[config.mk]
export PLATFORM = sky130hd
export DESIGN_NAME = game_controller
export DESIGN_NICKNAME = d
export VERILOG_FILES = /design/src/rtl/game_controller.sv
export SDC_FILE = /design/constraint.sdc
export NUM_CORES = 1
export LEC_CHECK = 0
export ABC_AREA = 1
export BUFFER_PORTS_ARGS = -buffer_cell sky130_fd_sc_hd__buf_2
export CORE_UTILIZATION = 52
export CTS_BUF_LIST = sky130_fd_sc_hd__clkbuf_8
export DETAILED_ROUTE_END_ITERATION = 8
export HOLD_SLACK_MARGIN = 0.05
export PLACE_DENSITY = 0.77
export SETUP_SLACK_MARGIN = 0.3
export SLEW_MARGIN = 20
export SYNTH_ARGS = -nofsm -noshare
export SYNTH_HDL_FRONTEND = slang
export SYNTH_SLANG_ARGS = --single-unit
[constraint.sdc]
create_clock -name clock -period 1.4 [get_ports clock]
set_input_delay 0.14 -clock clock [delete_from_list [all_inputs] [get_ports clock]]
set_output_delay 0.14 -clock clock [all_outputs]
set_load 0.05 [all_outputs]
[src/rtl/game_controller.sv]
// Breakout game sequencer: one registered state machine that turns the frame
// pulse, start/pause controls, lava event and block flags into the ball move
// strobes, serve hold, block reload pulse, lives, speed level and game status.
module game_controller #(
    parameter int unsigned LIVES        = 3,
    parameter int unsigned SERVE_FRAMES = 60,
    parameter int unsigned OVER_FRAMES  = 120,
    parameter int unsigned N_BLOCKS     = 5,
    parameter int unsigned SPEED_MAX    = 4
) (
    input  logic                clock,
    input  logic                reset,
    input  logic                frame_start,
    input  logic                start,
    input  logic                pause,
    input  logic                endgame_ball,
    input  logic [N_BLOCKS-1:0] block_exist,
    output logic                move_tick,
    output logic                ball_serve,
    output logic                blocks_reload,
    output logic [1:0]          lives,
    output logic [2:0]          speed,
    output logic [2:0]          state,
    output logic                game_over,
    output logic                game_won
);

    typedef enum logic [2:0] {
        ST_IDLE  = 3'd0,
        ST_SERVE = 3'd1,
        ST_PLAY  = 3'd2,
        ST_PAUSE = 3'd3,
        ST_LOST  = 3'd4,
        ST_OVER  = 3'd5,
        ST_WON   = 3'd6
    } state_t;

    localparam logic [1:0] LIVES_INIT = 2'(LIVES);
    localparam logic [7:0] SERVE_LOAD = 8'(SERVE_FRAMES);
    localparam logic [7:0] OVER_LOAD  = 8'(OVER_FRAMES);
    localparam logic [2:0] SPEED_TOP  = 3'(SPEED_MAX);

    state_t      state_r, state_next_s;
    logic [1:0]  lives_r, lives_next_s;
    logic [2:0]  speed_r, speed_next_s;
    logic [7:0]  frame_cnt_r, frame_cnt_next_s;
    logic [2:0]  burst_cnt_r, burst_next_s, burst_src_s;
    logic [1:0]  guard_r, guard_next_s;
    logic        start_q_r;
    logic        move_tick_r, tick_next_s;
    logic        ball_serve_r, blocks_reload_r, game_over_r, game_won_r;
    logic        reload_s;
    logic        start_rise_s;
    logic        all_clear_s;

    assign start_rise_s = start & ~start_q_r;
    // Stale zeros right after a reload must not count as a cleared wall.
    assign all_clear_s  = (block_exist == {N_BLOCKS{1'b0}}) && (guard_r == 2'd0);

    // Next-state, lives, speed and frame counter decisions.
    always_comb begin
        state_next_s     = state_r;
        lives_next_s     = lives_r;
        speed_next_s     = speed_r;
        frame_cnt_next_s = frame_cnt_r;
        reload_s         = 1'b0;
        case (state_r)
            ST_IDLE: begin
                if (start_rise_s) begin
                    state_next_s     = ST_SERVE;
                    lives_next_s     = LIVES_INIT;
                    speed_next_s     = 3'd1;
                    frame_cnt_next_s = SERVE_LOAD;
                    reload_s         = 1'b1;
                end else begin
                    state_next_s = ST_IDLE;
                end
            end
            ST_SERVE: begin
                if (frame_start) begin
                    if (frame_cnt_r <= 8'd1) begin
                        state_next_s     = ST_PLAY;
                        frame_cnt_next_s = 8'd0;
                    end else begin
                        frame_cnt_next_s = frame_cnt_r - 8'd1;
                    end
                end else begin
                    state_next_s = ST_SERVE;
                end
            end
            ST_PLAY: begin
                if (all_clear_s) begin
                    state_next_s = ST_WON;
                end else if (endgame_ball) begin
                    state_next_s = ST_LOST;
                    lives_next_s = (lives_r != 2'd0) ? (lives_r - 2'd1) : 2'd0;
                end else if (pause) begin
                    state_next_s = ST_PAUSE;
                end else begin
                    state_next_s = ST_PLAY;
                end
            end
            ST_PAUSE: begin
                if (!pause) begin
                    state_next_s = ST_PLAY;
                end else begin
                    state_next_s = ST_PAUSE;
                end
            end
            ST_LOST: begin
                if (lives_r == 2'd0) begin
                    state_next_s     = ST_OVER;
                    frame_cnt_next_s = OVER_LOAD;
                end else begin
                    state_next_s     = ST_SERVE;
                    frame_cnt_next_s = SERVE_LOAD;
                end
            end
            ST_OVER: begin
                if (start_rise_s) begin
                    state_next_s = ST_IDLE;
                end else if (frame_start) begin
                    if (frame_cnt_r <= 8'd1) begin
                        state_next_s     = ST_IDLE;
                        frame_cnt_next_s = 8'd0;
                    end else begin
                        frame_cnt_next_s = frame_cnt_r - 8'd1;
                    end
                end else begin
                    state_next_s = ST_OVER;
                end
            end
            ST_WON: begin
                if (speed_r < SPEED_TOP) begin
                    state_next_s     = ST_SERVE;
                    speed_next_s     = speed_r + 3'd1;
                    frame_cnt_next_s = SERVE_LOAD;
                    reload_s         = 1'b1;
                end else if (start_rise_s) begin
                    state_next_s = ST_IDLE;
                end else begin
                    state_next_s = ST_WON;
                end
            end
            default: begin
                state_next_s = ST_IDLE;
            end
        endcase
    end

    // Move burst: a frame pulse in PLAY reloads the burst, leaving PLAY kills it.
    always_comb begin
        burst_src_s  = frame_start ? speed_r : burst_cnt_r;
        burst_next_s = 3'd0;
        tick_next_s  = 1'b0;
        if ((state_r == ST_PLAY) && (state_next_s == ST_PLAY) && (burst_src_s != 3'd0)) begin
            tick_next_s  = 1'b1;
            burst_next_s = burst_src_s - 3'd1;
        end else begin
            tick_next_s  = 1'b0;
            burst_next_s = 3'd0;
        end
    end

    // Block-flag blanking window after each reload pulse.
    always_comb begin
        if (reload_s) begin
            guard_next_s = 2'd2;
        end else if (guard_r != 2'd0) begin
            guard_next_s = guard_r - 2'd1;
        end else begin
            guard_next_s = 2'd0;
        end
    end

    // State and output registers; Moore outputs are decoded from the next state.
    always_ff @(posedge clock or negedge reset) begin
        if (!reset) begin
            state_r         <= ST_IDLE;
            lives_r         <= 2'd0;
            speed_r         <= 3'd1;
            frame_cnt_r     <= 8'd0;
            burst_cnt_r     <= 3'd0;
            guard_r         <= 2'd0;
            start_q_r       <= 1'b1;
            move_tick_r     <= 1'b0;
            ball_serve_r    <= 1'b0;
            blocks_reload_r <= 1'b0;
            game_over_r     <= 1'b0;
            game_won_r      <= 1'b0;
        end else begin
            state_r         <= state_next_s;
            lives_r         <= lives_next_s;
            speed_r         <= speed_next_s;
            frame_cnt_r     <= frame_cnt_next_s;
            burst_cnt_r     <= burst_next_s;
            guard_r         <= guard_next_s;
            start_q_r       <= start;
            move_tick_r     <= tick_next_s;
            ball_serve_r    <= (state_next_s == ST_SERVE);
            blocks_reload_r <= reload_s;
            game_over_r     <= (state_next_s == ST_OVER);
            game_won_r      <= (state_next_s == ST_WON) && (speed_next_s == SPEED_TOP);
        end
    end

    assign state         = state_r;
    assign lives         = lives_r;
    assign speed         = speed_r;
    assign move_tick     = move_tick_r;
    assign ball_serve    = ball_serve_r;
    assign blocks_reload = blocks_reload_r;
    assign game_over     = game_over_r;
    assign game_won      = game_won_r;

endmodule
==> out/metrics.csv, run 1 <==
stage,metric,value,unit
min_path,hold path cells,5,
timing,Worst Skew,7.37,ps
synth,Post-Syn Area,1520,um2
timing,Final Hold Slack,362,ps
placement,port bufs,23,
floorplan,row count,19,
synth,async set-or-reset flop fraction in the synthesized netlist,100,%
routing,DRT Pass-1 Iters,8,
worst_setup_path,reg2reg setup slack,-380,ps
worst_setup_path,CP arrival,1940,ps
synth,"top cells by area, synth","dfrtp_1 41%, nand2_1 12%, inv_1 8.4%",
clock_network,clk_lat worst skew,280,ps
routing,vias,1927,
timing,Final min period,1780,ps
status,failing checks,"design-rule violations, negative setup slack",
placement,dpl ws,-164,ps
global_route,vias in the first global route,1647,
synth,number of synthesized register bits,27,
power,P per Cell Area,1510,nW/um2
worst_setup_path,CP endpoint kind,flip-flop,
worst_setup_path,Crit path required time,1570,ps
power,sw frac,45.6,%
routing,wire per inst,23.0,um
floorplan,core area,2760,um2
clock_network,Worst-path clk slew,90,ps
timing,Final Hold Violating Endpoints,0,
min_path,Hold Crit Start,endgame_ball,
worst_setup_path,kind of critical path,reg -> reg,
flow_run,Max-Cap Viols,0,
timing,slew at the pin with the worst max-slew slack,614,ps
synth,"Seq/Total Area, Yosys",44.8,%
status,outcome,finished with violations,
global_route,initial antenna violation count,0,
min_path,Hold EP,state[2]$_DFF_PN0_,
floorplan,die area,3130,um2
synth,count of unique library cells instantiated by Yosys,26,
routing,drt via density,6.20,
routing,initial DRC count,231,
cells_and_area,"Design Area, Final",2600,um2
worst_setup_path,CP startpoint kind,flip-flop,
synth,Synth Flop Type,dfrtp_1,
synth,synth warn,0,
routing,Final ANT Viol Nets,0,
worst_setup_path,worst-path fanout max,7,
synth,post-synthesis compound-gate area fraction,7.60,%
synth,post-synthesis simple-gate area fraction,30.1,%
global_route,largest net degree at the start of global routing,28,
clock_network,CTS tree,yes,
synth,cell count after synthesis,201,
cells_and_area,fillers,83,
routing,final WL,7150,um
worst_setup_path,RR Startpoint,state[2]$_DFF_PN0_,
power,Comb power frac,60.0,%
cells_and_area,most frequent cells in the layout,"33 x buf_4, 32 x nand2_1, 27 x inv_1, 19 x buf_6, 18 x dfrtp_1",
floorplan,die width,56.0,um
power,Psw,1.80,mW
synth,top cell type's share of synthesized area,41.3,%
global_route,global-route wire length before repair,7360,um
cells_and_area,"commonest non-fill, non-tap cell in the layout",buf_4,
clock_network,CTS max path bufs,2,
cells_and_area,share of cells above drive strength 1,58.9,%
worst_setup_path,R2R depth,10,
timing,final worst setup slack,-376,ps
worst_setup_path,RR Endpoint,burst_cnt_r[2]$_DFF_PN0_,
placement,routability cong.,0.929,
worst_setup_path,CP startpoint,state[2]$_DFF_PN0_,
synth,Post-Synth XOR/XNOR Area,3.47,%
cells_and_area,n_diodes,0,
floorplan,IO Pins,24,
power,Pint,2.14,mW
placement,placed cell count,283,
synth,mean cell area of the mapped netlist,7.54,um2
synth,number of flops mapped to enable cells by yosys,0,
placement,Final HPWL DP,2680,um
clock_network,clk sinks,27,
placement,DP Area,1970,um2
cells_and_area,fin nets,297,
synth,Synth Net Count,217,
timing,Final Slew Violations,0,
cells_and_area,Final Non-Filler Cells,311,
timing,fmax,0.563,GHz
routing,# DRC,1,
synth,Synth Area in Adders,4.13,%
clock_network,Num CTS Buffers,3,
timing,setup_tns,-6640,ps
cells_and_area,Area Overhead vs Synth,71.6,%
power,maximum vdd drop,1950,uV
power,Leakage,1.34,nW
synth,Yosys top cell by area,dfrtp_1,
global_route,GR Overflow Total,0,
timing,# setup viols final,25,
power,power consumption,3.94,mW
global_route,GRT Total Usage,30.4,%
min_path,worst hold path class,in -> reg,
timing,RSZ-0062 raised after global routing,yes,
timing,Final period util,127,%
synth,post-synthesis mux area share,0,%
timing,relative slew slack,59.0,%
power,Flop pwr share,28.4,%
cells_and_area,final core utilization,94.3,%
power,clock share of power,11.7,%
clock_network,Max H-tree Level,1,
floorplan,Starting Density,54.9,%
clock_network,Root Buffer Master,clkbuf_8,
floorplan,die height,56.0,um
synth,largest family of logic cells by synthesized area,simple AND/OR/NAND/NOR gates,
-- layer usage --
metal | vias to the layer above | track usage (%) | wire length (um)
met4 | 0 | 16.4 | 542
met3 | 56 | 4.42 | 643
met5 | - | 0 | 0
li1 | 783 | - | -
met1 | 916 | 37.5 | 2560
met2 | 172 | 51.0 | 3400
-- critical path, stage by stage (launching register included) --
cell and delay [ps]:
dfrtp_4 560, inv_1 170, nand2_1 160, nor2_1 240, nand2_1 90, nand2_1 80, nor2_2 50, nand2_2 100
nor2_4 50, nand2_4 100, nor3_2 60
-- final cells by class --
type	instances	area [um2]	share of cell area, %
multi-input combinational	136	1020	39.2
sequential	27	692	26.6
timing repair buffer	77	659	25.4
inverter	36	145	5.58
clock buffer	3	41.3	1.59
tap	31	38.8	1.49
clock inverter	1	3.75	0.144
-- sequential cells by signal, summed over array words and instances (netlist names), 2 cells and up --
signal and cells:
lives 2, state 3, speed 3, frame_cnt_r 8
burst_cnt_r 3, guard_r 2
-- Yosys cell counts, types with 2 or more instances --
cell	n
nand2_1	50
inv_1	34
dfrtp_1	25
nor2_1	23
nand3_1	14
o21ai_0	8
a21oi_1	5
ha_1	5
nor3_1	5
xor2_1	5
nand2_2	3
nor2_2	3
o21ai_1	3
buf_4	2
dfstp_2	2
inv_2	2
nand3_2	2
o22ai_1	2
-- worst max-delay path by stage --
stage | slack, ps | depth (start not counted) | end
3_5_place_dp | -160 | 10 | burst_cnt_r[2]$_DFF_PN0_
2_1_floorplan | -190 | 9 | burst_cnt_r[0]$_DFF_PN0_
3_3_place_gp | -130 | 7 | burst_cnt_r[0]$_DFF_PN0_
6_report | -380 | 10 | burst_cnt_r[2]$_DFF_PN0_
5_1_grt | -440 | 8 | ball_serve$_DFF_PN0_
4_1_cts | -180 | 8 | burst_cnt_r[1]$_DFF_PN0_
-- power groups by stage --
| stage | sequential [mW] | clock, mW | combinational [mW] |
|---|---|---|---|
| 3_3_place_gp | 1.07 | 0 | 1.40 |
| 6_report | 1.12 | 0.460 | 2.36 |
| 4_1_cts | 1.06 | 0.446 | 1.87 |
| 5_1_grt | 1.12 | 0.480 | 2.45 |
| 3_5_place_dp | 1.08 | 0 | 1.43 |
| 2_1_floorplan | 1.25 | 0 | 0.748 |
-- what timing repair did --
action,CTS,global route
endpoints found under the setup margin,31,33
pin swaps,20,19
gates resized for setup,56,54
hold endpoints to repair,26,0
gates cloned,0,0
setup buffers,15,7
hold buffers,2,0
-- cells by family (layout without fill, tap and decap cells) --
group / count (synthesis) / count (layout)
xor+xnor: 6 / 6
compound gates: 21 / 21
buf+inv: 38 / 117
flops: 27 / 27
fa+ha+maj: 5 / 5
simple gates: 104 / 104
(Power assumes the default switching activity.)
==> run 2, diff against run 1 <==
Settings changed: MAX_ROUTING_LAYER set to met4, PLACE_DENSITY 0.77 to 0.74.
Clock period 1.4 ns to 1.9 ns, I/O delays scaled along.
==> out/metrics.csv, run 2 (synthesis results as in run 1) <==
stage,metric,value,unit
cells_and_area,fillers,241,
timing,Final Hold Violating Endpoints,0,
clock_network,clk sinks,27,
worst_setup_path,CP endpoint kind,flip-flop,
global_route,largest net degree at the start of global routing,28,
global_route,initial antenna violation count,0,
timing,setup_tns,0,ps
timing,RSZ-0062 raised after global routing,yes,
cells_and_area,fin nets,251,
status,outcome,completed,
cells_and_area,Storage cell area,684,um2
timing,relative slew slack,60.1,%
placement,Final HPWL DP,2490,um
cells_and_area,share of cells above drive strength 1,29.9,%
worst_setup_path,CP arrival,1790,ps
routing,Final ANT Viol Nets,0,
timing,Final period util,84.0,%
min_path,Hold Crit Start,endgame_ball,
worst_setup_path,Crit path required time,2090,ps
clock_network,clk_lat worst skew,270,ps
worst_setup_path,RR Startpoint,frame_cnt_r[0]$_DFFE_PN0P_,
floorplan,core area,2760,um2
timing,slew at the pin with the worst max-slew slack,599,ps
global_route,vias in the first global route,1384,
clock_network,CTS max path bufs,2,
worst_setup_path,max incr delay on CP,450,ps
global_route,GRT Total Usage,23.1,%
clock_network,Root Buffer Master,clkbuf_8,
clock_network,Worst-path clk slew,90,ps
power,maximum vdd drop,779,uV
power,P per Cell Area,1110,nW/um2
routing,final WL,3300,um
floorplan,Starting Density,54.9,%
clock_network,CTS tree,yes,
worst_setup_path,CP startpoint,frame_cnt_r[0]$_DFFE_PN0P_,
routing,wire per inst,12.5,um
routing,DRT Pass-1 Iters,4,
timing,# setup viols final,0,
floorplan,die height,56.0,um
cells_and_area,"commonest non-fill, non-tap cell in the layout",nand2_1,
placement,port bufs,23,
floorplan,die area,3130,um2
timing,fmax,0.626,GHz
worst_setup_path,kind of critical path,reg -> reg,
clock_network,Max H-tree Level,1,
cells_and_area,multi-input logic area,771,um2
routing,vias,1373,
clock_network,Num CTS Buffers,3,
timing,Worst Skew,1.76,ps
placement,routability cong.,0.980,
floorplan,die width,56.0,um
worst_setup_path,Buf/Inv on CP,1,
cells_and_area,most frequent cells in the layout,"48 x nand2_1, 31 x inv_1, 23 x buf_2, 20 x dfrtp_1, 18 x nor2_1",
power,Leakage,1.00,nW
worst_setup_path,worst-path fanout max,5,
worst_setup_path,critical path's top delay family,simple AND/OR/NAND/NOR gates,
routing,initial DRC count,41,
cells_and_area,n_diodes,0,
timing,Final min period,1600,ps
routing,drt via density,5.18,
worst_setup_path,crit path cell chain,inv_2 > ha_4 > nor2_2 > nor2_2 > nand2_2 > nand2_2 > a21oi_2 > nor2_2 > nand2_2 > nor3_2,
worst_setup_path,CP startpoint kind,flip-flop,
routing,# DRC,0,
global_route,GR Overflow Total,0,
cells_and_area,Largest Register,frame_cnt_r,
floorplan,row count,19,
min_path,worst hold path class,in -> reg,
flow_run,Max-Cap Viols,0,
timing,Final Hold Slack,291,ps
cells_and_area,Area Overhead vs Synth,22.6,%
global_route,global-route wire length before repair,5660,um
cells_and_area,max reg flops,8,
worst_setup_path,CP max stage cell,dfrtp_2,
timing,Final Slew Violations,0,
floorplan,IO Pins,24,
[run 2: changes by cell type in the layout (fill, tap and decap cells not counted), sizes merged]
| cell | before | now |
|---|---|---|
| clkbuf | 4 | 3 |
| buf | 74 | 29 |
| inv | 37 | 36 |
| clkinv | 0 | 1 |
[run 2: worst paths after layout]
kind | endpoint | slack, ps | cells after the start
hold reg to reg | guard_r[0]$_DFF_PN0_ | 450 | 1
setup / recovery | burst_cnt_r[2]$_DFF_PN0_ | 300 | 10
min in group asynchronous | frame_cnt_r[7]$_DFFE_PN0P_ | 450 | 2
hold / removal | state[1]$_DFF_PN0_ | 290 | 4
max in group asynchronous | speed[1]$_DFF_PN0_ | 1010 | 2
setup reg to reg | burst_cnt_r[2]$_DFF_PN0_ | 300 | 10
[run 2: where the power goes]
group | total (mW) | leakage, nW | switching (mW) | internal, mW
clock network | 0.322 | 0.0255 | 0.175 | 0.147
logic | 0.951 | 0.641 | 0.616 | 0.335
registers | 0.797 | 0.333 | 0.109 | 0.688
total | 2.07 | 1.00 | 0.899 | 1.17
[run 2: tightest hold or removal path, cell delays in order]
cell and delay (ps):
buf_2 110, nand2_1 70, nand2_1 60, nand3_2 90
[run 2: layout make-up]
| cell class | instances | area share [%] |
|---|---|---|
| multi-input combinational | 136 | 41.5 |
| timing repair buffer | 31 | 9.70 |
| clock buffer | 3 | 2.22 |
| inverter | 36 | 7.41 |
| sequential | 27 | 36.8 |
| tap | 31 | 2.09 |
| clock inverter | 1 | 0.269 |
[run 2: per-layer routing]
metal / part of all wire (%) / up-vias / global-route usage, %
met2: 55 / 19 / 41.5
li1: - / 690 / -
met5: 0 / - / -
met4: 1.0 / 0 / 6.62
met3: 2.1 / 6 / 3.95
met1: 42 / 658 / 26.4
[run 2: timing repair]
action	in CTS	in global routing
endpoints found under the hold margin	26	0
setup endpoints to repair	11	14
buffers inserted	1	5
gates resized for setup	5	18
hold buffers	2	0
pin swaps	6	10
[run 2: stage by stage]
stage                     utilization (%)  power, mW  instance area [um2]  setup slack (ps)  instances
final                                67.4       2.07                 1860               304        265
after global routing                 67.4       2.21                 1860               153        265
after CTS                            63.8       1.92                 1760               279        260
after detailed placement             60.6       1.57                 1670               180        253
after global placement               60.6       1.55                 1670               314        253
after floorplan                         -       1.40                 1530               296        201
==> run 3, diff against run 2 <==
Clock period 1.9 ns to 1.65 ns, I/O delays scaled along.
==> out/metrics.csv, run 3 (synthesis results as in run 1) <==
stage,metric,value,unit
timing,fmax,0.607,GHz
clock_network,Num CTS Buffers,3,
clock_network,CTS max path bufs,2,
status,outcome,completed,
cells_and_area,share of cells above drive strength 1,40.9,%
floorplan,core area,2760,um2
cells_and_area,Area Overhead vs Synth,34.7,%
worst_setup_path,CP endpoint kind,flip-flop,
worst_setup_path,R2R depth,10,
global_route,GR Overflow Total,0,
cells_and_area,Final Non-Filler Cells,273,
placement,port bufs,23,
clock_network,clk sinks,27,
worst_setup_path,RR Endpoint,burst_cnt_r[1]$_DFF_PN0_,
timing,Worst Skew,1.76,ps
timing,Final min period,1650,ps
placement,placed cell count,253,
routing,DRT Pass-1 Iters,4,
cells_and_area,max reg flops,8,
power,Psw,1.22,mW
worst_setup_path,CP startpoint kind,flip-flop,
timing,relative slew slack,60.1,%
global_route,initial antenna violation count,0,
power,Pint,1.52,mW
worst_setup_path,RR Startpoint,frame_cnt_r[1]$_DFFE_PN0P_,
worst_setup_path,worst-path fanout max,5,
floorplan,die area,3130,um2
placement,routability cong.,0.931,
worst_setup_path,Crit path required time,1850,ps
power,P per Cell Area,1350,nW/um2
clock_network,Max H-tree Level,1,
routing,Final ANT Viol Nets,0,
timing,final worst setup slack,2.82,ps
worst_setup_path,CP arrival,1850,ps
floorplan,Starting Density,54.9,%
global_route,largest net degree at the start of global routing,28,
global_route,global-route wire length before repair,6110,um
cells_and_area,most frequent cells in the layout,"45 x nand2_1, 31 x inv_1, 22 x buf_2, 19 x dfrtp_1, 14 x nor2_1",
routing,wire per inst,13.8,um
min_path,Hold Crit Start,endgame_ball,
placement,DP Area,1720,um2
floorplan,row count,19,
timing,slew at the pin with the worst max-slew slack,598,ps
power,Flop pwr share,34.1,%
worst_setup_path,kind of critical path,reg -> reg,
cells_and_area,Largest Register,frame_cnt_r,
timing,# setup viols final,0,
routing,final WL,3770,um
cells_and_area,"commonest non-fill, non-tap cell in the layout",nand2_1,
clock_network,Worst-path clk slew,90,ps
power,clock share of power,13.6,%
global_route,GRT Total Usage,25.8,%
clock_network,Root Buffer Master,clkbuf_8,
placement,dpl ws,-28.1,ps
floorplan,die width,56.0,um
min_path,worst hold path class,in -> reg,
routing,drt via density,5.30,
min_path,Hold EP,state[1]$_DFF_PN0_,
floorplan,IO Pins,24,
routing,vias,1447,
timing,Final period util,99.8,%
power,Comb power frac,52.3,%
routing,# DRC,0,
power,power consumption,2.74,mW
timing,setup_tns,0,ps
timing,Final Hold Violating Endpoints,0,
clock_network,CTS tree,yes,
power,Leakage,1.07,nW
worst_setup_path,reg2reg setup slack,3,ps
cells_and_area,fin nets,259,
clock_network,clk_lat worst skew,280,ps
timing,RSZ-0062 raised after global routing,yes,
power,maximum vdd drop,1170,uV
routing,initial DRC count,83,
cells_and_area,"Design Area, Final",2040,um2
power,sw frac,44.6,%
timing,Final Slew Violations,0,
placement,Final HPWL DP,2440,um
flow_run,Max-Cap Viols,0,
floorplan,die height,56.0,um
min_path,hold path cells,4,
cells_and_area,n_diodes,0,
global_route,vias in the first global route,1343,
## run 3: how the worst max path moves through the flow
stage                                          start                        to  slack (ps)  cells past startpoint
after detailed placement  frame_cnt_r[0]$_DFFE_PN0P_  burst_cnt_r[2]$_DFF_PN0_         -30                     10
after floorplan                   speed[0]$_DFF_PN1_  burst_cnt_r[0]$_DFF_PN0_          60                      9
after global routing      frame_cnt_r[1]$_DFFE_PN0P_  burst_cnt_r[1]$_DFF_PN0_        -140                     10
final                     frame_cnt_r[1]$_DFFE_PN0P_  burst_cnt_r[1]$_DFF_PN0_           3                     10
after CTS                 frame_cnt_r[1]$_DFFE_PN0P_  burst_cnt_r[0]$_DFF_PN0_          50                      8
after global placement    frame_cnt_r[0]$_DFFE_PN0P_  burst_cnt_r[2]$_DFF_PN0_          90                     10
## run 3: cell type report
| type | count | area, um2 |
|---|---|---|
| clock buffers | 3 | 41.3 |
| clock inverters | 1 | 3.75 |
| fillers | 199 | 717 |
| inverters | 36 | 140 |
| multi-input cells | 136 | 878 |
| flip-flops and latches | 27 | 688 |
| well taps | 31 | 38.8 |
| repair buffers | 39 | 250 |
## run 3: layer usage
metal,global-route usage [%],up-vias,wire [um]
met3,3.95,12,227
met1,36.0,667,1690
met5,-,-,0
met2,37.2,63,1750
met4,11.8,0,99
li1,-,705,-
## run 3: metrics by stage
step / util, % / hold WS (ps)
6_report: 74.0 / 299
5_1_grt: 74.0 / 347
4_1_cts: 70.4 / 270
3_5_place_dp: 62.4 / 204
3_3_place_gp: 62.4 / 198
2_1_floorplan: - / -131
## run 3: worst max-delay path: stages, from the launching register on
cell     delay (ps)
dfrtp_1         410
inv_2           120
ha_4            140
nor2_2           40
nor2_2           90
nand2_2         110
nand2_4         120
a21oi_4          70
nor2_2          180
nand2_2         140
nor3_1          140
## run 3: power by group through the flow
| stage | clock network (mW) | logic [mW] | registers [mW] |
|---|---|---|---|
| after floorplan | 0 | 0.623 | 1.06 |
| after global placement | 0 | 0.926 | 0.921 |
| after detailed placement | 0 | 0.956 | 0.931 |
| after CTS | 0.378 | 1.24 | 0.921 |
| after global routing | 0.405 | 1.55 | 0.954 |
| final | 0.372 | 1.44 | 0.937 |
## run 3: repair_timing
| item | 4_1_cts | 5_1_grt |
|---|---|---|
| endpoints found under the hold margin | 26 | 0 |
| resized for setup | 23 | 18 |
| setup endpoints to repair | 19 | 22 |
| hold buffers | 2 | 0 |
| pin swaps | 12 | 9 |
| setup buffers | 10 | 4 |
